==> src/rtl/nibble_packer_pkg.sv <==
// Shared constants and helpers for the nibble packer slice.
package nibble_packer_pkg;

  localparam int unsigned NIBBLE_W        = 4;
  localparam int unsigned DEFAULT_NIBBLES = 4;

  // Width needed to encode a nibble count in the range 0..n.
  function automatic int unsigned len_w(input int unsigned n);
    return $clog2(n + 1);
  endfunction

endpackage

==> src/rtl/word_fifo.sv <==
// Small synchronous FIFO holding packed words with their lengths.
module word_fifo #(
  parameter int unsigned WIDTH = 8,
  parameter int unsigned DEPTH = 2
) (
  input  logic                       clk,
  input  logic                       rst,
  input  logic                       i_push,
  input  logic                       i_pop,
  input  logic [WIDTH-1:0]           i_wdata,
  output logic [WIDTH-1:0]           o_rdata_c,
  output logic                       o_full_c,
  output logic                       o_empty_c,
  output logic [$clog2(DEPTH+1)-1:0] o_count
);

  localparam int unsigned PTR_W = $clog2(DEPTH);
  localparam int unsigned CNT_W = $clog2(DEPTH + 1);

  logic [WIDTH-1:0] r_mem [DEPTH];
  logic [PTR_W-1:0] r_wr_ptr;
  logic [PTR_W-1:0] r_rd_ptr;
  logic [CNT_W-1:0] r_count;
  logic             w_do_push;
  logic             w_do_pop;

  assign o_full_c  = (r_count == CNT_W'(DEPTH));
  assign o_empty_c = (r_count == '0);
  assign o_count   = r_count;
  assign w_do_push = i_push && !o_full_c;
  assign w_do_pop  = i_pop && !o_empty_c;

  // Head reads as zero whenever nothing is buffered.
  always_comb begin
    o_rdata_c = '0;
    if (!o_empty_c) begin
      o_rdata_c = r_mem[r_rd_ptr];
    end
  end

  // Storage, power-of-two wrapping pointers and occupancy count.
  always_ff @(posedge clk) begin
    if (rst) begin
      for (int i = 0; i < int'(DEPTH); i++) begin
        r_mem[i] <= '0;
      end
      r_wr_ptr <= '0;
      r_rd_ptr <= '0;
      r_count  <= '0;
    end else begin
      if (w_do_push) begin
        r_mem[r_wr_ptr] <= i_wdata;
        r_wr_ptr        <= r_wr_ptr + PTR_W'(1);
      end
      if (w_do_pop) begin
        r_rd_ptr <= r_rd_ptr + PTR_W'(1);
      end
      if (w_do_push && !w_do_pop) begin
        r_count <= r_count + CNT_W'(1);
      end else if (!w_do_push && w_do_pop) begin
        r_count <= r_count - CNT_W'(1);
      end
    end
  end

endmodule

==> src/rtl/nibble_packer.sv <==
// Packs a stream of nibbles into words (first nibble at the LSBs) and
// buffers completed or flushed words for a valid/ready consumer.
module nibble_packer
  import nibble_packer_pkg::*;
#(
  parameter int unsigned NIBBLES    = DEFAULT_NIBBLES,
  parameter int unsigned FIFO_DEPTH = 2
) (
  input  logic                            clk,
  input  logic                            rst,
  input  logic                            in_valid,
  output logic                            in_ready,
  input  logic [NIBBLE_W-1:0]             in_data,
  input  logic                            flush,
  output logic                            out_valid,
  input  logic                            out_ready,
  output logic [NIBBLE_W*NIBBLES-1:0]     out_data,
  output logic [$clog2(NIBBLES+1)-1:0]    out_len
);

  localparam int unsigned WORD_W  = NIBBLE_W * NIBBLES;
  localparam int unsigned LEN_W   = len_w(NIBBLES);
  localparam int unsigned IDX_W   = (NIBBLES > 1) ? $clog2(NIBBLES) : 1;
  localparam int unsigned ENTRY_W = WORD_W + LEN_W;
  localparam int unsigned CNT_W   = $clog2(FIFO_DEPTH + 1);

  logic [IDX_W-1:0]   r_idx;
  logic [WORD_W-1:0]  r_asm;
  logic [WORD_W-1:0]  w_asm_next;
  logic [LEN_W-1:0]   w_len;
  logic               w_accept;
  logic               w_last;
  logic               w_flush;
  logic               w_push;
  logic               w_full;
  logic               w_empty;
  logic [CNT_W-1:0]   w_count;
  logic [ENTRY_W-1:0] w_head;

  assign in_ready = !rst && !w_full;
  assign w_accept = in_valid && in_ready;
  assign w_last   = w_accept && (r_idx == IDX_W'(NIBBLES - 1));
  assign w_flush  = flush && in_ready && ((r_idx != '0) || w_accept);
  assign w_push   = w_last || w_flush;
  assign w_len    = LEN_W'(r_idx) + LEN_W'(w_accept);

  // Assembly word with the incoming nibble dropped into its slot; unused
  // upper slots are already zero because the register clears on every push.
  always_comb begin
    w_asm_next = r_asm;
    for (int k = 0; k < int'(NIBBLES); k++) begin
      if (w_accept && (r_idx == IDX_W'(k))) begin
        w_asm_next[k*NIBBLE_W +: NIBBLE_W] = in_data;
      end
    end
  end

  // Slot index and assembly register; both restart after any push.
  always_ff @(posedge clk) begin
    if (rst) begin
      r_idx <= '0;
      r_asm <= '0;
    end else if (w_push) begin
      r_idx <= '0;
      r_asm <= '0;
    end else if (w_accept) begin
      r_idx <= r_idx + IDX_W'(1);
      r_asm <= w_asm_next;
    end
  end

  word_fifo #(
    .WIDTH (ENTRY_W),
    .DEPTH (FIFO_DEPTH)
  ) u_fifo (
    .clk       (clk),
    .rst       (rst),
    .i_push    (w_push),
    .i_pop     (out_ready),
    .i_wdata   ({w_len, w_asm_next}),
    .o_rdata_c (w_head),
    .o_full_c  (w_full),
    .o_empty_c (w_empty),
    .o_count   (w_count)
  );

  assign out_valid = !w_empty;
  assign out_data  = w_head[WORD_W-1:0];
  assign out_len   = w_head[ENTRY_W-1:WORD_W];

  logic w_unused;
  assign w_unused = ^w_count;

endmodule

==> config.mk <==
export PLATFORM = sky130hd
export DESIGN_NAME = nibble_packer
export DESIGN_NICKNAME = d
export VERILOG_FILES = /design/src/rtl/nibble_packer_pkg.sv /design/src/rtl/word_fifo.sv /design/src/rtl/nibble_packer.sv
export SDC_FILE = /design/constraint.sdc
export NUM_CORES = 1
export LEC_CHECK = 0
export BUFFER_PORTS_ARGS = -buffer_cell sky130_fd_sc_hd__buf_2
export CAP_MARGIN = 20
export CORE_AREA = 2 2 81 83
export CTS_BUF_LIST = sky130_fd_sc_hd__clkbuf_2
export DETAILED_ROUTE_END_ITERATION = 10
export DIE_AREA = 0 0 83 85
export HOLD_SLACK_MARGIN = 0.02
export MAX_ROUTING_LAYER = met4
export SYNTH_ARGS = -nofsm -noshare
export SYNTH_HDL_FRONTEND = slang
export SYNTH_SLANG_ARGS = --single-unit
export TNS_END_PERCENT = 1
==> constraint.sdc <==
create_clock -name clk -period 2.5 [get_ports clk]
set_clock_uncertainty 0.1 [all_clocks]
set_input_delay 0 -clock clk [delete_from_list [all_inputs] [get_ports clk]]
set_output_delay 0 -clock clk [all_outputs]
set_load 0.02 [all_outputs]
=== Yosys cells after proc, flatten, opt, wreduce, memory -nomap -nowiden ===
Memory sizes are Yosys's and may differ from the RTL's. A register that Yosys moved wholly into a read port is not among the register bits.
Index checks and enable logic that the tools add are counted.

* Mux-type cells: 17
* Eq/ne operators: 4
* Reduce and logical (&&, ||, !) cells: 25
* Add/subtract/negate cells: 6

{| class="wikitable"
|+ Operators with widths
! cell !! number
|-
| $mux W19 || 2
|-
| $reduce_or A19 Y1 || 1
|-
| $mux W4 || 4
|-
| $logic_and A1 B1 Y1 || 12
|-
| $mux W1 || 9
|-
| $eq A2 B2 Y1 const B || 3
|-
| $logic_not A1 Y1 || 5
|-
| $add A2 B1 Y2 const B || 2
|-
| $logic_not A2 Y1 || 2
|-
| $mux W2 || 2
|-
| $reduce_bool A2 Y1 || 2
|-
| $add A2 B1 Y3 || 1
|-
| $add A1 B1 Y1 const B || 2
|-
| $eq A2 B1 Y1 const B || 1
|-
| $logic_or A1 B1 Y1 || 2
|-
| $reduce_or A2 Y1 || 1
|-
| $sub A2 B1 Y2 const B || 1
|}

* Input port bits: 9
* Output and inout bits: 21
* Register bits: 22
* Bits in writable memories: 38
* Memories kept: 1
* Word-level logic and storage cells: 58

{| class="wikitable"
|+ Memories
! name !! words !! bits a word !! read ports !! clocked after memory_dff !! write ports !! line !! source
|-
| u_fifo.r_mem || 2 || 19 || 1 || 1 || 2 || word_fifo.sv:20 || <nowiki>logic [WIDTH-1:0] r_mem [DEPTH];</nowiki>
|}

=== Depth between registers and ports, before layout ===
* Depth in word-level cells: 13
* Gate-level depth with buffers: 9
* Mapped depth without buffers: 9

=== Hierarchy ===
From an unflattened synthesis, not the netlist that was laid out.

* Cell total of the unflattened synthesis: 268
* Area, all modules: 2926.6 um2

{| class="wikitable"
|+ Modules (own cells, without submodules)
! module !! cells each !! sequential area each (um2) !! times used !! area an instance (um2)
|-
| word_fifo || 169 || 1241.2 || 1 || 1960.6
|-
| nibble_packer || 99 || 360.3 || 1 || 965.9
|}

=== Least setup slack after synthesis ===
No wires, ideal clock.

* Path type: register -> register
* From: register r_idx[0]
* To: memory u_fifo.r_mem[0][0] (netlist bit) (enable)
* Data arrival time: 1712 ps
* Cell stages (with the launch flop): 8
* Slack: 309 ps
* Clock period less this slack: 2191 ps
* Path buffers: 1
* Data required time: 2022 ps
* Library setup time: 378 ps
* Cells stage by stage: dfxtp_1 -> inv_1 -> ha_1 -> nand2b_1 -> and4b_1 -> buf_2 -> o21ai_4 -> nand2b_1

{| class="wikitable"
|+ RTL lines
! item !! line !! source
|-
| start: declaration || nibble_packer.sv:27 || <nowiki>logic [IDX_W-1:0] r_idx;</nowiki>
|-
| start signal: assignment || nibble_packer.sv:67 || <nowiki>r_idx <= r_idx + IDX_W'(1);</nowiki>
|-
| end: declaration || word_fifo.sv:20 ||
|}

==> impl_metrics.ini <==
[setup_path]
worstPathMaxFanout = 15
worst_setup_path_start_kind = flip-flop
required_ns = 2.58
critical_path.endpoint_type = flip-flop
cp.arrival_ns = 2.36
criticalPathCategory = flip-flop to flip-flop

[cells_and_area]
final_cells = 367
final_common_cell = nor2_1
nFillCells = 579
syn_to_final_growth_pct = 16.1
antenna_cells = 0
nets = 300
layout_common_cells = nor2_1, edfxtp_1, mux2i_1
drive_gt1_share_pct = 19.3

[clock_network]
insertion_delay_ns = 0.47
numCtsBuffers = 9
ctsResizeCount = 0
htree_levels = 3
clk_pin_slew_worst_paths_ns = 0.16
cts.sinks = 61
clockBufferDepth = 2
cts_tree = built
root_buffer = clkbuf_2

[place]
finalWeightedCongestion = 0.802
dp.cells = 340
hpwlAfterDp_mm = 3.66
dpl_worst_slack_ns = 0.248
io_buffers = 29

[power_and_ir_drop]
peakVddDrop_v = 0.000489
p_per_area_nw_per_um2 = 816
leakagePower_nw = 1.30
p_total_mw = 2.58

[grt]
grt_max_degree = 21
grt_pass1_wl_mm = 8.48
grt_usage_pct = 16.3
grt_pass1_vias = 1685
grt_antenna_before_repair = 0
gr-total-overflow = 0

[outcome]
outcome = complete, no violations

[logic_synthesis]
yosys_warnings = 0
yosysSeqAreaShare_pct = 58.7
synth_nets = 255
synth-seq-cells = 61
syn_inst = 240
syn_area_um2 = 2730
syn_area_per_cell_um2 = 11.4
synth.distinct_cells = 28

[timing]
drv_slew = 0
relSlewSlack_pct = 72.2
rsz0062_at_grt = no
fmax_mhz = 440
finalSetupViolations = 0
layout_setup_ws_ns = 0.228
worst_pin_slew_ns = 0.416
hold_viol_final = 0
period_needed_ns = 2.27
whs_ns = 0.291
finalSetupTns_ns = 0
period_share_pct = 90.9

[routing]
drc = 0
drtIter0Drc = 149
via_per_inst = 4.95
wl_mm = 5.22
firstDrtPassIters = 4
ant_nets = 0
drt-wirelength-per-cell_um = 14.2
num_vias = 1818

[floorplan]
die_y_um = 85
placementRows = 29
ios = 30
start_util_pct = 44.0
core_area_um2 = 6200
die_w_um = 83
die-area_um2 = 7060

[hold_path]
hold_path_class = input pin to flip-flop

[run]
drv_cap = 0
==> Yosys cell counts <==
cell      count  area [µm²]
a211oi_1      6        45.0
a21boi_0      2        15.0
a21oi_1       6        30.0
a31oi_2       1        12.5
and2b_1       1        7.51
and3_1        5        31.3
and4b_1       1        10.0
buf_2         5        25.0
buf_4         1        7.51
buf_6         4        45.0
clkbuf_1      3        11.3
dfxtp_1      23         460
edfxtp_1     38        1140
ha_1          6        75.1
inv_1         7        26.3
mux2i_1      31         310
nand2_1       9        33.8
nand2b_1      4        25.0
nand2b_4      1        13.8
nand3_1       9        45.0
nand4b_1      2        17.5
nor2_1       64         240
o211ai_1      1        7.51
o21ai_0       2        10.0
o21ai_4       2        32.5
or3_1         2        12.5
or4b_1        1        10.0
xor2_1        3        26.3
==> per-layer routing <==
metal	vias up	global-route usage, %	wire, µm
met5	-	-	0
met4	0	7.15	108
met3	9	4.77	227
met2	46	23.5	2380
met1	837	21.5	2510
li1	926	-	-
==> registers in the layout, indices dropped and copies added (netlist names), named ones only <==
name	flops
r_idx	2
u_fifo.r_rd_ptr	1
r_asm	16
u_fifo.r_mem	38
u_fifo.r_wr_ptr	1
u_fifo.o_count	2
==> cell families (layout without fill, tap and decap cells) <==
kind of cell	count (synthesis)	after routing	synth area share, %
adders and majority gates	6	6	2.75
DFF	61	61	58.7
and+or+nand+nor	99	99	16.4
AOI/OAI and AO/OA	20	20	5.60
muxes	31	31	11.4
xor gates and xnor gates	3	3	0.963
buffers and inverters	20	70	4.22
==> stage by stage <==
stage,cell area (µm²),util [%]
floorplan,2730,-
global placement,2930,47.3
detailed placement,2930,47.3
CTS,3150,50.8
global route,3170,51.0
finish,3170,51.0
==> power breakdown <==
group          switching, mW  total [mW]  internal, mW
Clock                  0.343       0.669         0.326
Combinational          0.457       0.728         0.270
Sequential            0.0433        1.19          1.14
==> cell type report <==
cell class | count | area, µm² | share of cell area, %
multi-input combinational | 159 | 1010 | 31.9
inverter | 7 | 26.3 | 0.830
clock inverter | 6 | 77.6 | 2.45
sequential | 61 | 1600 | 50.6
clock buffer | 10 | 50.0 | 1.58
tap | 77 | 96.3 | 3.04
timing repair buffer | 47 | 303 | 9.57
==> path summary, 6_finish.rpt <==
kind / slack, ns / from / depth (start not counted) / end
max: 0.23 / r_idx[0]$_SDFFE_PP0P_ / 7 / u_fifo.r_mem[1][3]$_SDFFCE_PN0P_
min: 0.29 / rst / 3 / u_fifo.o_count[1]$_SDFFE_PP0P_
max reg2reg: 0.23 / r_idx[0]$_SDFFE_PP0P_ / 7 / u_fifo.r_mem[1][3]$_SDFFCE_PN0P_
min reg2reg: 0.40 / r_asm[14]$_SDFFE_PP0P_ / 1 / r_asm[14]$_SDFFE_PP0P_
==> timing repair <==
action                                 CTS  global route
setup endpoints to repair                0             1
buffers inserted                         0             2
hold buffers                             9             0
endpoints found under the hold margin   57             0
==> critical path: stages (launching register included) <==
cell      delay [ns]
dfxtp_1         0.42
inv_1           0.12
ha_1            0.24
nand2b_1        0.13
and4b_1         0.42
o21ai_4         0.18
nand2b_1        0.14
buf_4           0.24
Note: power is estimated with default switching activity, not from simulation.
